<file path="src/rtl/prog_run_ctrl.sv">
// rtl/prog_run_ctrl.sv - program load and run sequencer for the 6-bit CPU
// Streams program words into instruction RAM, then gates the CPU with a negedge-registered pc_en.

module prog_run_ctrl #(
    parameter int DEPTH      = 7,
    parameter int WORD_W     = 17,
    parameter int ADDR_W     = 3,
    parameter int MAX_CYCLES = 64,
    parameter int CNT_W      = 8
) (
    input  logic              clk,
    input  logic              rst_n,
    input  logic              start,
    input  logic              abort,
    input  logic              step_mode,
    input  logic              step,
    input  logic              load_valid,
    input  logic [WORD_W-1:0] load_data,
    input  logic              load_last,
    output logic              load_ready,
    output logic              ram_we,
    output logic [ADDR_W-1:0] ram_wr,
    output logic [WORD_W-1:0] ram_wrd,
    output logic              pc_en,
    input  logic [ADDR_W-1:0] cpu_pc,
    input  logic              cpu_jmp_sel,
    input  logic [ADDR_W-1:0] cpu_jmp_tgt,
    output logic              busy,
    output logic              done,
    output logic [1:0]        halt_cause,
    output logic [CNT_W-1:0]  cycle_cnt
);

    localparam logic [1:0] IDLE = 2'd0;
    localparam logic [1:0] LOAD = 2'd1;
    localparam logic [1:0] RUN  = 2'd2;
    localparam logic [1:0] DONE = 2'd3;

    localparam logic [ADDR_W-1:0] LAST_ADDR = ADDR_W'(DEPTH - 1);
    localparam logic [ADDR_W-1:0] END_PC    = ADDR_W'(DEPTH);
    localparam logic [CNT_W:0]    MAX_C     = (CNT_W + 1)'(MAX_CYCLES);

    logic [1:0]        state;
    logic [ADDR_W-1:0] addr;
    logic              step_latched;
    logic              handshake;
    logic              run_req;
    logic [CNT_W:0]    cnt_plus1;
    logic [CNT_W-1:0]  cnt_next;
    logic [1:0]        halt_next;

    assign load_ready = (state == LOAD);
    assign busy       = (state == LOAD) || (state == RUN);
    assign done       = (state == DONE);
    assign handshake  = load_valid && load_ready;
    assign run_req    = (state == RUN) && (step_latched ? step : 1'b1);

    assign cnt_plus1 = {1'b0, cycle_cnt} + (CNT_W + 1)'(1);
    assign cnt_next  = (cycle_cnt == {CNT_W{1'b1}}) ? cycle_cnt : cnt_plus1[CNT_W-1:0];

    // Priority order: PC off program end, then self-jump, then budget exhausted.
    always_comb begin
        halt_next = 2'b00;
        if (cpu_pc == END_PC) begin
            halt_next = 2'b01;
        end else if (cpu_jmp_sel && (cpu_jmp_tgt == cpu_pc)) begin
            halt_next = 2'b10;
        end else if (cnt_plus1 == MAX_C) begin
            halt_next = 2'b11;
        end
    end

    always_ff @(posedge clk or negedge rst_n) begin
        if (!rst_n) begin
            state        <= IDLE;
            addr         <= '0;
            step_latched <= 1'b0;
            ram_we       <= 1'b0;
            ram_wr       <= '0;
            ram_wrd      <= '0;
            halt_cause   <= 2'b00;
            cycle_cnt    <= '0;
        end else begin
            ram_we <= 1'b0;
            if (abort) begin
                state <= IDLE;
            end else begin
                case (state)
                    IDLE, DONE: begin
                        if (start) begin
                            state      <= LOAD;
                            addr       <= '0;
                            cycle_cnt  <= '0;
                            halt_cause <= 2'b00;
                        end
                    end
                    LOAD: begin
                        if (handshake) begin
                            ram_we  <= 1'b1;
                            ram_wr  <= addr;
                            ram_wrd <= load_data;
                            addr    <= addr + ADDR_W'(1);
                            if (load_last || (addr == LAST_ADDR)) begin
                                state        <= RUN;
                                step_latched <= step_mode;
                            end
                        end
                    end
                    default: begin
                        // pc_en high at this posedge means the CPU advanced this cycle
                        if (pc_en) begin
                            cycle_cnt <= cnt_next;
                            if (halt_next != 2'b00) begin
                                halt_cause <= halt_next;
                                state      <= DONE;
                            end
                        end
                    end
                endcase
            end
        end
    end

    // Registered on the falling edge so the CPU's pc_en & clk gate stays glitch-free.
    always_ff @(negedge clk or negedge rst_n) begin
        if (!rst_n) begin
            pc_en <= 1'b0;
        end else begin
            pc_en <= run_req;
        end
    end

endmodule

</file>
<file path="config.mk">
export PLATFORM = sky130hd
export DESIGN_NAME = prog_run_ctrl
export DESIGN_NICKNAME = d
export VERILOG_FILES = /design/src/rtl/prog_run_ctrl.sv
export SDC_FILE = /design/constraint.sdc
export NUM_CORES = 1
export LEC_CHECK = 0
export BUFFER_PORTS_ARGS = -buffer_cell sky130_fd_sc_hd__buf_2
export CELL_PAD_IN_SITES_DETAIL_PLACEMENT = 1
export CELL_PAD_IN_SITES_GLOBAL_PLACEMENT = 1
export CORE_MARGIN = 4
export CORE_UTILIZATION = 36
export CTS_BUF_LIST = sky130_fd_sc_hd__clkbuf_16
export DETAILED_ROUTE_END_ITERATION = 10
export PLACE_DENSITY_LB_ADDON = 0.3
export SLEW_MARGIN = 20
export SYNTH_ARGS = -nofsm -noshare
export SYNTH_HDL_FRONTEND = slang
export SYNTH_SLANG_ARGS = --single-unit
</file>
<file path="constraint.sdc">
create_clock -name clk -period 2.36 [get_ports clk]
set_input_delay 0.354 -clock clk [delete_from_list [all_inputs] [get_ports clk]]
set_output_delay 0.354 -clock clk [all_outputs]
set_load 0.03 [all_outputs]
</file>
; Yosys cells after proc, flatten, opt, wreduce, memory -nomap -nowiden
; Cells that the tools add are included.
[word_totals]
regBits = 38
in_bits = 32
output_inout_bits = 35
elab_cells = 71
[op_classes]
add_sub_neg = 2
n_eq_ne = 14
mux = 25
bitwise = 2
n_reduce_logical = 19
[ops]
columns = op, count
row1 = $mux 2, 12
row2 = $mux 8, 3
row3 = $pmux 8 s2, 1
row4 = $reduce_and 5->1, 3
row5 = $add 8x1->9 const B, 1
row6 = $eq 9x7->1 const B, 1
row7 = $eq 8x8->1 const B, 1
row8 = $pmux 2 s2, 2
row9 = $reduce_and 4->1, 2
row10 = $reduce_bool 2->1, 4
row11 = $reduce_bool 4->1, 2
row12 = $eq 3x3->1 const B, 2
row13 = $mux 3, 2
row14 = $ne 3x2->1 const B, 2
row15 = $pmux 3 s2, 1
row16 = $eq 2x2->1 const B, 2
row17 = $mux 1, 4
row18 = $ne 2x1->1 const B, 2
row19 = $add 3x1->3 const B, 1
row20 = $eq 3x3->1, 1
row21 = $logic_and 1x1->1, 3
row22 = $ne 3x3->1 const B, 1
row23 = $reduce_and 3->1, 1
row24 = $eq 2x1->1 const B, 1
row25 = 5 further kinds, 7

; Depth between registers and ports, before layout
; Gate-level depths: netlist of the first run.
[depth]
depth_word = 10
mapped_depth = 8
ltp_nobuf = 7

==> reports/metrics.cfg, run 1 <==
[final_layout]
fin_util_pct = 52.8
design_area_um2 = 2700
fin_nets = 319
diodes = 0
final_layout_size_suffix_gt1_share_pct = 39.0
fill_cells = 606
seq_area_um2 = 951
area_growth_pct = 42.8
multi_input_area_um2 = 991

[clock_network]
path_clk_slew_ns = 0.06
cts_hold_buffers = 0
numCtsBuffers = 5
cts_root_buf = clkbuf_16
clockBufferDepth = 2
clkLatencyLatePin_ns = 0.30
cts_tree = done
htreeDepth = 2
cts_sinks = 38

[detailed_routing]
num_vias = 1727
drc = 0
drt-pass1-iter-count = 4
ant_nets = 0
wl_um = 5000
post_drt_wl_per_cell_um = 14.2
drt_iter0_markers = 52
via_per_inst = 4.91

[power_and_ir_drop]
intPower_mw = 1.90
switchingPower_mw = 1.23
cellPowerDensity_nw_per_um2 = 1160
p_leak_nw = 1.39
p_sw_share_pct = 39.3
combinationalPowerShare_pct = 40.1
power_mw = 3.12
ir_worst_vdd_uv = 418
clockPowerShare_pct = 27.7
seqPwrFrac_pct = 32.2

[global_routing]
grt_max_degree = 38
grt_pass1_wl_um = 8240
grt_pass1_vias = 1768
antenna_found_initial = 0
grt.overflow.total = 0
grt_use_total_pct = 16.1

[logic_synthesis]
synth_cell_types = 45
synth_most_common_cell = nand2_1
synth_fp_nets = 238
synth_top_area_share_pct = 49.0
synthFlopType = dfrtp_1
ys_ff_latch = 38
yosys.area.top_type = dfrtp_1
syn_area_um2 = 1890
yosysWarnings = 0
ys_top_cells_by_area = dfrtp_1 49%, nand2_1 13%, ha_1 4.0%, a22o_1 1.9%, mux2i_1 1.6%
synthCells = 200
synth.top_cells.by_count = 65 x nand2_1, 37 x dfrtp_1, 6 x ha_1, 6 x inv_1, 6 x o21ai_0
async_flop_share_pct = 100
syn_area_per_cell_um2 = 9.45
ys_seq_area_share_pct = 50.3
synth_edf_count = 0

[sta]
clock_skew_ns = 0.0242
worst_slack_ns = -0.213
slew_violations = 0
fin_tns_setup_ns = -1.90
hold_viol = 0
rsz0062_at_grt = true
tightestPinTransition_ns = 0.474
finalSetupViolations = 12
max_slew_margin_pct = 68.4

[place]
gp_congestion = 0.809
dpl.hpwl_um = 3540
place_area_um2 = 2360
port_buffers = 66

[critical_path]
r2r_slack_ns = -0.21
cp_data_arrival_time_ns = 2.79
cp.required_ns = 2.57
cp-start-kind = flop
worst_setup_path_end_kind = flop
critPathKind = flop to flop
worstPathMaxFanout = 4

[floorplanning]
die_w_um = 80.4
dieArea_um2 = 6470
die_y_um = 80.4
coreArea_um2 = 5110
num_rows = 26
initial_core_util_pct = 37.0
ioPinCount = 67

[run_status]
violations = negative setup slack
status = finished with violations

[min_path]
worstHoldPathType = input port to asynchronous set/reset pin

[flow_run]
drv_cap = 0

[layout by cell type, fill, tap and decap left out, types with 2 or more instances in the layout]
| cell type | count |
|---|---|
| nor4_1 | 3 |
| nand2_1 | 65 |
| ha_1 | 6 |
| nor3_1 | 2 |
| a21oi_1 | 2 |
| o21a_1 | 2 |
| o21ai_0 | 6 |
| o21ai_1 | 4 |
| inv_1 | 6 |
| and3_1 | 4 |
| nor3_2 | 2 |
| nand4_1 | 2 |
| buf_2 | 65 |
| clkbuf_16 | 5 |
| a21o_1 | 3 |
| or3_1 | 2 |
| bufinv_16 | 2 |
| nor2_1 | 3 |
| nand3_2 | 2 |
| a311o_1 | 2 |
| mux2i_1 | 2 |
| dfrtp_1 | 37 |
| a22o_1 | 4 |
| a21oi_2 | 2 |
| and2_1 | 2 |
| nor2b_1 | 2 |
| buf_4 | 13 |
| xnor2_1 | 3 |
[flip-flops by register name, indices dropped and copies added (netlist names), 2 cells and up]
signal	cells
state	2
ram_wr	3
addr	3
cycle_cnt	8
halt_cause	2
ram_wrd	17
[power groups by stage]
stage / sequential (mW) / combinational, mW / clock (mW)
after floorplan: 1.35 / 0.436 / 0
after global placement: 1.01 / 1.15 / 0
after detailed placement: 1.01 / 1.17 / 0
after CTS: 1.00 / 1.22 / 0.890
after global routing: 1.03 / 1.36 / 0.928
final: 1.01 / 1.25 / 0.864
[final timing paths]
check	endpoint	from	cells after the start
max in group asynchronous	pc_en$_DFF_NN0_	rst_n	1
setup reg to reg	cycle_cnt[7]$_DFFE_PN0P_	pc_en$_DFF_NN0_	4
hold / removal	ram_wr[0]$_DFFE_PN0P_	rst_n	2
hold reg to reg	ram_wrd[1]$_DFFE_PN0P_	ram_wrd[1]$_DFFE_PN0P_	2
min in group clk	ram_wrd[10]$_DFFE_PN0P_	load_data[10]	3
setup / recovery	cycle_cnt[7]$_DFFE_PN0P_	pc_en$_DFF_NN0_	4
[critical path, cell delays in order (launching register included)]
cell,delay (ns)
dfrtn_1,0.45
mux2i_4,0.09
or3_4,0.37
o41ai_2,0.22
a22o_1,0.19
[metal layers]
| layer | vias up | GRT usage, % | wire length [um] |
|---|---|---|---|
| met5 | - | 0 | 0 |
| met4 | 0 | 4.90 | 42 |
| met3 | 6 | 3.59 | 295 |
| met2 | 56 | 26.7 | 2250 |
| met1 | 811 | 20.9 | 2420 |
| li1 | 854 | - | - |
[layout make-up]
cell class              count  area share (%)
well taps                  70            3.25
clock inverters             3            2.55
flip-flops and latches     38            35.2
multi-input cells         149            36.7
inverters                   7           0.974
clock buffers               5            4.64
repair buffers             80            16.6
[per-stage QoR]
stage	setup slack (ns)	hold WS, ns	cells
after floorplan	-0.504	0.0584	200
after global placement	-0.192	0.454	341
after detailed placement	-0.279	0.459	341
after CTS	-0.197	0.187	351
after global routing	-0.274	0.223	352
final	-0.213	0.170	352
[cells by family after synthesis]
group                    Yosys count  share of synthesized area (%)
multiplexers                       5                           2.78
flip-flops                        38                           50.3
AND/OR/NAND/NOR                   98                           24.3
XOR/XNOR                           3                           1.39
AO/OA/AOI/OAI                     37                           14.0
adder cells (fa/ha/maj)            6                           3.97
buffers and inverters             13                           3.18
[timing repair]
| action | in CTS | in global routing |
|---|---|---|
| setup buffers | 2 | 2 |
| endpoints found under the setup margin | 12 | 13 |
| resized for setup | 13 | 10 |
| pin swaps | 4 | 2 |
Power figures use the tool's default switching activity.
==> inputs of run 2 (changes only) <==
- BUFFER_PORTS_ARGS: -buffer_cell sky130_fd_sc_hd__buf_2 -> unset
- DONT_BUFFER_PORTS: unset -> 1
==> reports/metrics.cfg, run 2 (synthesis results as in run 1) <==
[critical_path]
worst-path-stages = 6  ; +2
worstSetupEndpoint = state[1]$_DFFE_PN0P_
path_delay_family = simple AND/OR/NAND/NOR gates
cp_cell_sequence = buf_4 > buf_8 > nor2b_4 > a31oi_1 > or3_1 > o32ai_2
r2r-start = pc_en$_DFF_NN0_
r2r_slack_ns = -0.19  ; +0.02 ns
crit_path_top_delay_cell = dfrtn_1
cp-start-kind = flop
crit_start = pc_en$_DFF_NN0_
cp_data_arrival_time_ns = 2.74  ; -0.05 ns
cp.required_ns = 2.55  ; -0.02 ns
timing.rr.end = state[1]$_DFFE_PN0P_
worst_setup_path_end_kind = flop
worstPathMaxFanout = 3  ; -1
crit_buf_inv = 2  ; +2
ff2ff_path_depth = 6  ; +2
critPathKind = flop to flop
critPathMaxStageDelay_ns = 0.42  ; -0.03 ns

[floorplanning]
initial_core_util_pct = 37.0  ; unchanged
num_rows = 26  ; unchanged
ioPinCount = 67  ; unchanged
dieArea_um2 = 6470  ; unchanged
die_w_um = 80.4  ; unchanged
coreArea_um2 = 5110  ; unchanged
die_y_um = 80.4  ; unchanged

[final_layout]
layout_commonest_cell = nand2_1
fin_nets = 257  ; -19%
final_layout_size_suffix_gt1_share_pct = 20.0  ; -19 points
final_cell_mix = 65 x nand2_1, 37 x dfrtp_1, 14 x buf_4, 6 x inv_1, 6 x ha_1
diodes = 0  ; unchanged
layout.cells.non_filler = 290  ; -18%
design_area_um2 = 2330  ; -14%
fill_cells = 588  ; -3.0%
regMostFlops = ram_wrd
largest_reg_flops = 17  ; unchanged
area_growth_pct = 23.4
fin_util_pct = 45.6  ; -7.2 points
top_regs = ram_wrd x17, cycle_cnt x8

[sta]
fin_tns_setup_ns = -1.59  ; +0.312 ns
worst_slack_ns = -0.191  ; +0.0222 ns
tightestPinTransition_ns = 0.497  ; +0.0226 ns
max_slew_margin_pct = 66.9  ; -1.5 points
holdWs_ns = 0.181  ; +0.0102 ns
hold_viol = 0  ; unchanged
slew_violations = 0  ; unchanged
rsz0062_at_grt = true
clock_skew_ns = 0.0241  ; -0.000138 ns
finalSetupViolations = 13  ; +1

[detailed_routing]
via_per_inst = 5.32  ; +8.4%
drc = 0  ; unchanged
drt-pass1-iter-count = 4  ; unchanged
post_drt_wl_per_cell_um = 16.3  ; +15%
ant_nets = 0  ; unchanged
wl_um = 4730  ; -5.5%
num_vias = 1542  ; -11%
drt_iter0_markers = 48  ; -7.7%

[place]
dp.cells = 278  ; -18%
gp_congestion = 0.750  ; -7.2%
port_buffers = 0  ; -100%
dpl.hpwl_um = 3390  ; -4.0%
post-place-ws_ns = -0.242  ; +0.0372 ns
place_area_um2 = 2050  ; -13%

[global_routing]
grt_use_total_pct = 15.5  ; -0.63 points
grt_pass1_vias = 1625  ; -8.1%
grt.overflow.total = 0  ; unchanged
grt_pass1_wl_um = 7710  ; -6.4%
antenna_found_initial = 0  ; unchanged
grt_max_degree = 38  ; unchanged

[clock_network]
cts_tree = done
htreeDepth = 2  ; unchanged
path_clk_slew_ns = 0.06  ; about the same
numCtsBuffers = 5  ; unchanged
cts_root_buf = clkbuf_16
clkLatencyLatePin_ns = 0.30  ; about the same
cts_sinks = 38  ; unchanged
clockBufferDepth = 2  ; unchanged

[min_path]
worstHoldPathType = input port to flop

[power_and_ir_drop]
p_sw_share_pct = 43.4  ; +4.1 points
power_mw = 2.70  ; -14%
seqPwrFrac_pct = 50.0  ; +18 points
ir_worst_vdd_uv = 402  ; -3.8%
combinationalPowerShare_pct = 26.3  ; -14 points
switchingPower_mw = 1.17  ; -4.6%
intPower_mw = 1.53  ; -19%
p_leak_nw = 1.10  ; -21%
clockPowerShare_pct = 23.7  ; -4.0 points
cellPowerDensity_nw_per_um2 = 1160  ; about the same

[run_status]
status = finished with violations
violations = negative setup slack

[flow_run]
drv_cap = 0  ; unchanged

-- run 2: layer usage --
layer / up-vias / routed length [um] / track usage, %
met5: - / 0 / 0
met4: 0 / 37 / 5.07
met3: 5 / 411 / 4.82
met2: 54 / 2240 / 26.2
met1: 747 / 2040 / 18.7
li1: 736 / - / -
-- run 2: worst min path at each step --
stage | end | slack [ns] | startpoint | depth (start not counted)
6_report | ram_wrd[3]$_DFFE_PN0P_ | 0.18 | load_data[3] | 2
5_1_grt | state[1]$_DFFE_PN0P_ | 0.18 | abort | 1
4_1_cts | ram_wrd[2]$_DFFE_PN0P_ | 0.18 | load_data[2] | 2
3_5_place_dp | ram_wrd[1]$_DFFE_PN0P_ | 0.06 | rst_n | 0
3_3_place_gp | ram_wrd[1]$_DFFE_PN0P_ | 0.06 | rst_n | 0
2_1_floorplan | addr[0]$_DFFE_PN0P_ | 0.06 | rst_n | 0
-- run 2: what timing repair did --
item	in CTS	in global routing
endpoints found under the hold margin	37	0
setup endpoints to repair	12	13
setup buffers	1	3
hold buffers	2	0
gates resized for setup	8	11
pin swaps	1	0
-- run 2: area by class of cell --
type | count | area (um2) | area share [%]
Multi-Input combinational cell | 149 | 963 | 41.3
Sequential cell | 38 | 951 | 40.8
Timing Repair Buffer | 18 | 161 | 6.92
Clock buffer | 5 | 125 | 5.37
Tap cell | 70 | 87.6 | 3.76
Inverter | 7 | 26.3 | 1.13
Clock inverter | 3 | 16.3 | 0.698
-- run 2: power by group through the flow --
stage	Sequential, mW	Clock (mW)	Combinational [mW]
final	1.35	0.641	0.709
after global routing	1.38	0.692	0.803
after CTS	1.35	0.662	0.667
after detailed placement	1.37	0	0.633
after global placement	1.36	0	0.609
after floorplan	1.35	0	0.436
==> inputs of run 3 (changes only) <==
--- a/config.mk
+++ b/config.mk
@@ -14,2 +14,3 @@
 export DONT_BUFFER_PORTS = 1
+export GPL_TIMING_DRIVEN = 0
 export PLACE_DENSITY_LB_ADDON = 0.3
==> constraint.sdc (replaced) <==
create_clock -name clk -period 2.36 [get_ports clk]
set_input_delay 0.236 -clock clk [delete_from_list [all_inputs] [get_ports clk]]
set_output_delay 0.236 -clock clk [all_outputs]
set_load 0.03 [all_outputs]
==> reports/metrics.cfg, run 3 (synthesis results as in run 1) <==
[run_status]
status = finished with violations
violations = negative setup slack

[final_layout]
final_cell_mix = 62 x nand2_1, 37 x dfrtp_1, 6 x inv_1
diodes = 0  ; unchanged
seq_area_um2 = 951  ; unchanged
fill_cells = 599  ; +1.9%
top_regs = ram_wrd x17, cycle_cnt x8
layout.cells.non_filler = 283  ; -2.4%
regMostFlops = ram_wrd
largest_reg_flops = 17  ; unchanged
area_growth_pct = 19.3
fin_nets = 252  ; -1.9%
multi_input_area_um2 = 952  ; -1.2%
final_layout_size_suffix_gt1_share_pct = 17.8  ; -2.2 points
fin_util_pct = 44.1  ; -1.5 points
layout_commonest_cell = nand2_1
design_area_um2 = 2250  ; -3.3%

[global_routing]
grt_pass1_wl_um = 7420  ; -3.8%
grt_use_total_pct = 14.8  ; -0.71 points
grt_pass1_vias = 1569  ; -3.4%
grt.overflow.total = 0  ; unchanged
grt_max_degree = 38  ; unchanged
antenna_found_initial = 0  ; unchanged

[critical_path]
cp-start-kind = flop
ff2ff_path_depth = 8  ; +2
r2r_slack_ns = -0.61  ; -0.42 ns
r2r-start = pc_en$_DFF_NN0_
cp.required_ns = 2.57  ; +0.02 ns
timing.rr.end = cycle_cnt[0]$_DFFE_PN0P_
worstPathMaxFanout = 6  ; +3
worst_setup_path_end_kind = flop
cp_data_arrival_time_ns = 3.18  ; +0.44 ns
critPathKind = flop to flop

[min_path]
hold_path_startpoint = load_data[3]
hold_path_end = ram_wrd[3]$_DFFE_PN0P_
min_path_cells = 2  ; unchanged
worstHoldPathType = input port to flop

[place]
place_area_um2 = 1980  ; -3.5%
post-place-ws_ns = -0.676  ; -0.434 ns
port_buffers = 0  ; unchanged
gp_congestion = 0.675  ; -10%
dp.cells = 270  ; -2.9%
dpl.hpwl_um = 3280  ; -3.4%

[flow_run]
drv_cap = 0  ; unchanged

[floorplanning]
initial_core_util_pct = 37.0  ; unchanged
die_y_um = 80.4  ; unchanged
num_rows = 26  ; unchanged
ioPinCount = 67  ; unchanged
coreArea_um2 = 5110  ; unchanged
dieArea_um2 = 6470  ; unchanged
die_w_um = 80.4  ; unchanged

[sta]
finalSetupViolations = 12  ; -1
holdWs_ns = 0.0707  ; -0.110 ns
worst_slack_ns = -0.609  ; -0.417 ns
hold_viol = 0  ; unchanged
fin_tns_setup_ns = -5.34  ; -3.75 ns
clock_skew_ns = 0.0266  ; +0.00254 ns
rsz0062_at_grt = true
tightestPinTransition_ns = 0.521  ; +0.0240 ns
max_slew_margin_pct = 65.3  ; -1.6 points
slew_violations = 0  ; unchanged

[clock_network]
htreeDepth = 2  ; unchanged
cts_root_buf = clkbuf_16
path_clk_slew_ns = 0.05  ; about the same
clkLatencyLatePin_ns = 0.30  ; about the same
cts_tree = done
numCtsBuffers = 5  ; unchanged
cts_sinks = 38  ; unchanged
clockBufferDepth = 2  ; unchanged

[detailed_routing]
drc = 0  ; unchanged
drt-pass1-iter-count = 4  ; unchanged
wl_um = 4630  ; -2.1%
num_vias = 1497  ; -2.9%
ant_nets = 0  ; unchanged
via_per_inst = 5.29  ; -0.52%
drt_iter0_markers = 31  ; -35%
post_drt_wl_per_cell_um = 16.4  ; +0.33%

[power_and_ir_drop]
ir_worst_vdd_uv = 373  ; -7.4%
power_mw = 2.61  ; -3.4%
p_leak_nw = 1.06  ; -3.5%
cellPowerDensity_nw_per_um2 = 1160  ; -0.17%

[run 3: changes by cell type in the layout (fill, tap and decap cells not counted), sizes merged]
cell	change
buf	-7
clkinv	-1
clkbuf	+2
clkinvlp	-1
[run 3: report_power, final]
group	leakage, nW	switching [mW]	total, mW	internal (mW)
Clock	0.0632	0.225	0.600	0.375
Sequential	0.499	0.538	1.40	0.857
Combinational	0.496	0.367	0.612	0.246
Total	1.06	1.13	2.61	1.48
[run 3: what timing repair did]
action / in CTS / in global routing
buffers inserted: 3 / 2
hold buffers: 2 / 0
gates cloned: 0 / 0
pin swaps: 1 / 3
resized for setup: 2 / 17
endpoints found under the setup margin: 12 / 20
hold endpoints to repair: 37 / 0
[run 3: worst max-delay path by stage]
stage / from / to / slack, ns
5_1_grt: pc_en$_DFF_NN0_ / cycle_cnt[0]$_DFFE_PN0P_ / -0.67
2_1_floorplan: pc_en$_DFF_NN0_ / cycle_cnt[4]$_DFFE_PN0P_ / -0.50
3_3_place_gp: pc_en$_DFF_NN0_ / cycle_cnt[4]$_DFFE_PN0P_ / -0.68
6_report: pc_en$_DFF_NN0_ / cycle_cnt[0]$_DFFE_PN0P_ / -0.61
3_5_place_dp: pc_en$_DFF_NN0_ / cycle_cnt[4]$_DFFE_PN0P_ / -0.68
4_1_cts: pc_en$_DFF_NN0_ / cycle_cnt[4]$_DFFE_PN0P_ / -0.66
[run 3: area by class of cell]
class	instances	area share, %
buffer	6	1.50
clock buffer	5	5.55
clock inverter	1	0.166
inverter	7	1.17
multi-input combinational	149	42.2
sequential	38	42.2
tap	70	3.88
timing repair buffer	7	3.33
[run 3: critical path, cell delays in order, from the launching register on]
cell	delay (ns)
dfrtn_1	0.64
mux2i_2	0.17
nor3_4	0.19
o21ai_2	0.09
buf_6	0.13
buf_4	0.13
buf_6	0.13
nor3_4	0.12
a21o_1	0.11
[run 3: metal layers]
metal / track usage, % / vias to the layer above / routed length (um)
li1: - / 716 / -
met1: 18.1 / 723 / 1980
met2: 24.5 / 56 / 2180
met3: 4.82 / 2 / 440
met4: 4.56 / 0 / 24
met5: 0 / - / 0
